<file path="src/rtl/pipe_hazard_ctrl_if.sv">
// Decode-stage hazard interface: ID/EX hazard sources in, pipeline stall/flush controls out.
interface pipe_hazard_ctrl_if;
  logic [4:0]  id_rs;
  logic [4:0]  id_rt;
  logic        id_use_rs;
  logic        id_use_rt;
  logic        id_md_start;
  logic        id_md_use;
  logic        ex_memread;
  logic [4:0]  ex_rd;
  logic        branch_taken;
  logic        pc_en;
  logic        ifid_en;
  logic        ifid_flush;
  logic        idex_bubble;
  logic        md_busy;
  logic [31:0] stall_cnt;

  modport master (
    output id_rs, id_rt, id_use_rs, id_use_rt, id_md_start, id_md_use,
    output ex_memread, ex_rd, branch_taken,
    input  pc_en, ifid_en, ifid_flush, idex_bubble, md_busy, stall_cnt
  );

  modport slave (
    input  id_rs, id_rt, id_use_rs, id_use_rt, id_md_start, id_md_use,
    input  ex_memread, ex_rd, branch_taken,
    output pc_en, ifid_en, ifid_flush, idex_bubble, md_busy, stall_cnt
  );
endinterface

</file>
<file path="src/rtl/pipe_hazard_ctrl.sv">
// Load-use / mult-div hazard stall and taken-branch flush control for the PC and IF/ID register.
module pipe_hazard_ctrl #(
  parameter int unsigned MD_CYCLES = 32,
  parameter int unsigned CNT_W     = 6
) (
  input logic             Clk,
  input logic             Clr,
  pipe_hazard_ctrl_if.slave bus
);

  typedef enum logic [0:0] {StRun, StMdBusy} state_e;

  state_e           state_q;
  logic [CNT_W-1:0] md_cnt_q;
  logic [31:0]      stall_cnt_q;

  logic load_use;
  logic md_hold;
  logic stall;

  always_comb begin
    load_use = bus.ex_memread && (bus.ex_rd != 5'd0) &&
               ((bus.id_use_rs && (bus.id_rs == bus.ex_rd)) ||
                (bus.id_use_rt && (bus.id_rt == bus.ex_rd)));
    md_hold  = (state_q == StMdBusy) && (bus.id_md_use || bus.id_md_start);
    stall    = load_use || md_hold;
  end

  // Stall wins over flush: a branch seen while stalled is re-resolved next cycle.
  assign bus.pc_en       = ~stall;
  assign bus.ifid_en     = ~stall;
  assign bus.idex_bubble = stall;
  assign bus.ifid_flush  = bus.branch_taken & ~stall;
  assign bus.md_busy     = (state_q == StMdBusy);
  assign bus.stall_cnt   = stall_cnt_q;

  always_ff @(posedge Clk or posedge Clr) begin
    if (Clr) begin
      state_q     <= StRun;
      md_cnt_q    <= '0;
      stall_cnt_q <= '0;
    end else begin
      if (stall && (stall_cnt_q != 32'hFFFF_FFFF)) begin
        stall_cnt_q <= stall_cnt_q + 32'd1;
      end
      unique case (state_q)
        StRun: begin
          if (bus.id_md_start && !stall) begin
            state_q  <= StMdBusy;
            md_cnt_q <= CNT_W'(MD_CYCLES - 1);
          end
        end
        StMdBusy: begin
          if (md_cnt_q == '0) begin
            state_q <= StRun;
          end else begin
            md_cnt_q <= md_cnt_q - CNT_W'(1);
          end
        end
        default: state_q <= StRun;
      endcase
    end
  end

endmodule

</file>
<file path="src/flat_wrapper.sv">
// flat-port wrapper written by rule: the top's interface ports become plain ports
module pipe_hazard_ctrl_flat 
#(
  parameter int unsigned MD_CYCLES = 32,
  parameter int unsigned CNT_W     = 6
)
  (Clk, Clr, bus_id_rs, bus_id_rt, bus_id_use_rs, bus_id_use_rt, bus_id_md_start, bus_id_md_use, bus_ex_memread, bus_ex_rd, bus_branch_taken, bus_pc_en, bus_ifid_en, bus_ifid_flush, bus_idex_bubble, bus_md_busy, bus_stall_cnt);
  pipe_hazard_ctrl_if bus_i ();
  input logic Clk;
  input logic Clr;
  input wire logic [$bits(bus_i.id_rs)-1:0] bus_id_rs;
  input wire logic [$bits(bus_i.id_rt)-1:0] bus_id_rt;
  input wire logic [$bits(bus_i.id_use_rs)-1:0] bus_id_use_rs;
  input wire logic [$bits(bus_i.id_use_rt)-1:0] bus_id_use_rt;
  input wire logic [$bits(bus_i.id_md_start)-1:0] bus_id_md_start;
  input wire logic [$bits(bus_i.id_md_use)-1:0] bus_id_md_use;
  input wire logic [$bits(bus_i.ex_memread)-1:0] bus_ex_memread;
  input wire logic [$bits(bus_i.ex_rd)-1:0] bus_ex_rd;
  input wire logic [$bits(bus_i.branch_taken)-1:0] bus_branch_taken;
  output wire logic [$bits(bus_i.pc_en)-1:0] bus_pc_en;
  output wire logic [$bits(bus_i.ifid_en)-1:0] bus_ifid_en;
  output wire logic [$bits(bus_i.ifid_flush)-1:0] bus_ifid_flush;
  output wire logic [$bits(bus_i.idex_bubble)-1:0] bus_idex_bubble;
  output wire logic [$bits(bus_i.md_busy)-1:0] bus_md_busy;
  output wire logic [$bits(bus_i.stall_cnt)-1:0] bus_stall_cnt;
  assign bus_i.id_rs = bus_id_rs;
  assign bus_i.id_rt = bus_id_rt;
  assign bus_i.id_use_rs = bus_id_use_rs;
  assign bus_i.id_use_rt = bus_id_use_rt;
  assign bus_i.id_md_start = bus_id_md_start;
  assign bus_i.id_md_use = bus_id_md_use;
  assign bus_i.ex_memread = bus_ex_memread;
  assign bus_i.ex_rd = bus_ex_rd;
  assign bus_i.branch_taken = bus_branch_taken;
  assign bus_pc_en = bus_i.pc_en;
  assign bus_ifid_en = bus_i.ifid_en;
  assign bus_ifid_flush = bus_i.ifid_flush;
  assign bus_idex_bubble = bus_i.idex_bubble;
  assign bus_md_busy = bus_i.md_busy;
  assign bus_stall_cnt = bus_i.stall_cnt;
  pipe_hazard_ctrl #(.MD_CYCLES(MD_CYCLES), .CNT_W(CNT_W)) u_core (.Clk(Clk), .Clr(Clr), .bus(bus_i));
endmodule
</file>
<file path="config.mk">
export PLATFORM = sky130hd
export DESIGN_NAME = pipe_hazard_ctrl_flat
export DESIGN_NICKNAME = d
export VERILOG_FILES = /design/src/rtl/pipe_hazard_ctrl_if.sv /design/src/rtl/pipe_hazard_ctrl.sv /design/src/flat_wrapper.sv
export SDC_FILE = /design/constraint.sdc
export NUM_CORES = 1
export LEC_CHECK = 0
export CAP_MARGIN = 20
export CORE_ASPECT_RATIO = 1.75
export CORE_UTILIZATION = 30
export DETAILED_ROUTE_END_ITERATION = 10
export PLACE_DENSITY = 0.52
export SYNTH_ARGS = -nofsm -noshare
export SYNTH_HDL_FRONTEND = slang
export SYNTH_SLANG_ARGS = --single-unit
</file>
<file path="constraint.sdc">
create_clock -name Clk -period 2.32 [get_ports Clk]
set_input_delay 0.464 -clock Clk [delete_from_list [all_inputs] [get_ports Clk]]
set_output_delay 0.464 -clock Clk [all_outputs]
set_load 0.005 [all_outputs]
</file>
==> summary.md, run 1 <==
| Metric | Value |
|---|---|
| Clock transition at path regs | `0.06 ns` |
| CTS tree | `done` |
| WP buf/inv | `3` |
| Layout cells sized above 1 | `21.2%` |
| Crit-path slowest cell | `nor4_2` |
| Startpoint type of the worst setup path | `input pin` |
| DP Cell Count | `358` |
| Yosys reg bits | `39` |
| Die area | `7610 sq um` |
| Status | `complete, no violations` |
| Sequential share of the synthesized area | `44.9%` |
| Post-synth EDFFs | `0` |
| Post-synth top flop | `dfrtp_1` |
| Final slew viol count | `0` |
| Main combinational cell family by area after synthesis | `simple AND/OR/NAND/NOR gates` |
| Die W | `66.4 um` |
| DR iter-0 viols | `118` |
| Fin cells | `367` |
| Starting Density | `31.3%` |
| Peak Freq | `448 MHz` |
| Post-route minimum period | `2.23 ns` |
| # diodes | `0` |
| H-tree depth | `2` |
| Share of the synthesized area in the top cell type | `44.9%` |
| Global-route wire length before repair | `8.92 mm` |
| Number of buffers added on ports | `59` |
| Mux cell area share after synthesis | `1.73%` |
| Wire per inst | `14.3 um` |
| Simple-Gate Fraction of Synth Area | `27.3%` |
| Avg Cell Area, Syn | `10.8 sq um` |
| Initial antenna violation count | `0` |
| ANT nets after route | `0` |
| Row Count | `40` |
| Hpwl dp | `3.86 mm` |
| Post-synth top cells | `dfrtp_1, xor2_1, nand2_1` |
| Post-CTS Hold Fix Bufs | `0` |
| NumNets Final | `307` |
| Synth warn | `0` |
| Post-synthesis adder-cell area fraction | `1.15%` |
| Mapped Area | `2170 sq um` |
| Pin count of the biggest net entering global routing | `40` |
| Max_cap viols | `0` |
| Routability cong. | `0.707` |
| Cells after Synth | `202` |
| Crit Path Class | `input pin to primary output` |
| Pre-Repair DR Iteration Count | `4` |
| Clock Skews | `0.00455 ns` |
| Syn Nets | `227` |
| Final Hold Violating Endpoints | `0` |
| WP data arrival | `1.77 ns` |
| Core area | `6960 sq um` |
| Maximum vdd drop | `273 uV` |
| Crit path cell chain | `clkbuf_2, buf_4, xor2_1, nor4_2, a32oi_2, o21a_2, and2_4, buf_6` |
| Clock buffer count from CTS | `5` |
| Root Buffer | `clkbuf_16` |
| Critical path's top delay family | `simple AND/OR/NAND/NOR gates` |
| Synth async-reset ratio | `100%` |
| Clock Latency Late Sink | `0.28 ns` |
| Slew @ Worst Pin | `0.525 ns` |
| Drt total wl | `5.24 mm` |
| Post-synthesis compound-gate area fraction | `2.99%` |
| DR DRC count | `0` |
| CP required | `1.86 ns` |
| Lkg Pwr | `1.51 nW` |
| GRT Util Overall | `15.3%` |
| Die height | `115 um` |
| Largest cells by area after synthesis | `dfrtp_1, xor2_1, nor4_1` |
| Clock sink total | `39` |
| Yosys top cell by area | `dfrtp_1` |
| Critical path's largest stage delay | `0.28 ns` |
| Crit Path Max Fanout | `4` |
| Ratio of total power to cell area | `776 nW/um^2` |
| Synth Area in XOR/XNOR | `17.7%` |
| Vias in the first global route | `1833` |
| Final setup viols | `0` |
| Total grt overflow | `0` |
| CTS max path bufs | `2` |
| Vias | `1781` |
| Post-synth cell types | `37` |
| Fin crit share | `96.2%` |
| Vias/cell | `4.85` |
| Hold_ws | `0.489 ns` |
| I/O pin count | `60` |
| Final setup TNS | `0 ns` |
| Layout area overhead | `43.8%` |
| Critical Path End Type | `primary output` |
| Slew headroom | `65.0%` |
| Worst Hold Class | `flip-flop to flip-flop` |
| RSZ-0062 raised after global routing | `false` |
report_power, final:
group | internal (W) | switching (W)
clock | 0.000398 | 0.000269
sequential | 0.000808 | 0.000134
combinational | 0.000467 | 0.000354
worst register-to-register path, stage by stage, from the launching register on:
cell and delay, ns:
dfrtp_1 0.39, and4_1 0.24, and3_4 0.22, nand4_4 0.12, nor4b_4 0.33, buf_4 0.22
and4bb_1 0.23, xor2_1 0.14
cells in the final DEF, fill, tap and decap left out, drive strengths merged, types with 6 or more instances in the layout:
cell type      count
buf               23
clkbuf            14
clkdlybuf4s50     41
dfrtp             39
inv                6
nand2             18
nand3             10
nor2               7
nor3              13
nor4              14
nor4b              6
xor2              39
stage by stage:
stage / setup slack, ns / cell area, sq um / utilization [%] / power (W)
finish: 0.0874 / 3130 / 45.0 / 0.00243
global route: 0.0251 / 3130 / 45.0 / 0.00257
CTS: 0.0103 / 3100 / 44.6 / 0.00244
detailed placement: -0.737 / 2950 / 42.4 / 0.00176
global placement: -0.704 / 2950 / 42.4 / 0.00175
floorplan: 0.106 / 2170 / - / 0.00139
repair_timing:
action	CTS	global route
resized for setup	35	25
buffers inserted	1	0
cloned	0	0
endpoints found under the setup margin	34	17
pin swaps	6	9
metal layers:
| layer | routed length (um) | global-route usage, % |
|---|---|---|
| met5 | 0 | 0 |
| met4 | 82 | 6.38 |
| met3 | 196 | 2.19 |
| met2 | 2790 | 26.3 |
| met1 | 2170 | 18.8 |
flip-flops by register name (all words and copies together), names as in the netlist:
signal                flops
u_core.bus.md_busy        1
u_core.bus.stall_cnt     32
u_core.md_cnt_q           6
worst paths after layout:
| path | from | end | slack [ns] | cells after the start |
|---|---|---|---|---|
| max in group asynchronous | Clr | u_core.md_cnt_q[0]$_DFFE_PP0P_ | 1.33 | 3 |
| max reg2reg | u_core.bus.stall_cnt[26]$_DFFE_PP0P_ | u_core.bus.stall_cnt[24]$_DFFE_PP0P_ | 0.29 | 7 |
| min in group asynchronous | Clr | u_core.bus.stall_cnt[25]$_DFFE_PP0P_ | 0.60 | 3 |
| min reg2reg | u_core.bus.stall_cnt[13]$_DFFE_PP0P_ | u_core.bus.stall_cnt[13]$_DFFE_PP0P_ | 0.49 | 1 |
| max | bus_ex_rd[3] | bus_ifid_flush | 0.09 | 8 |
| min | u_core.bus.stall_cnt[13]$_DFFE_PP0P_ | u_core.bus.stall_cnt[13]$_DFFE_PP0P_ | 0.49 | 1 |
kinds of logic (layout without fill, tap and decap cells):
logic type,after synthesis,count (layout)
AND/OR/NAND/NOR,92,92
adder cells (fa/ha/maj),2,2
multiplexers,3,3
flip-flops,39,39
XOR/XNOR,44,44
AO/OA/AOI/OAI,9,9
buffers and inverters,13,94
layout make-up:
type                            instances  area, sq um
Fill cell                             691         3830
Clock buffer                            7          133
Sequential cell                        39          976
Inverter                                6         22.5
Timing Repair Buffer                   80          727
Clock inverter                          1         5.00
Tap cell                               84          105
Multi-Input combinational cell        150         1160
Note: power is estimated with default switching activity, not from simulation.
==> run 2, diff against run 1 <==
- CTS_CLUSTER_SIZE: not set -> 8
==> results of run 2 <==
Same layout as run 1: the final DEF is identical, and so are final timing and power.
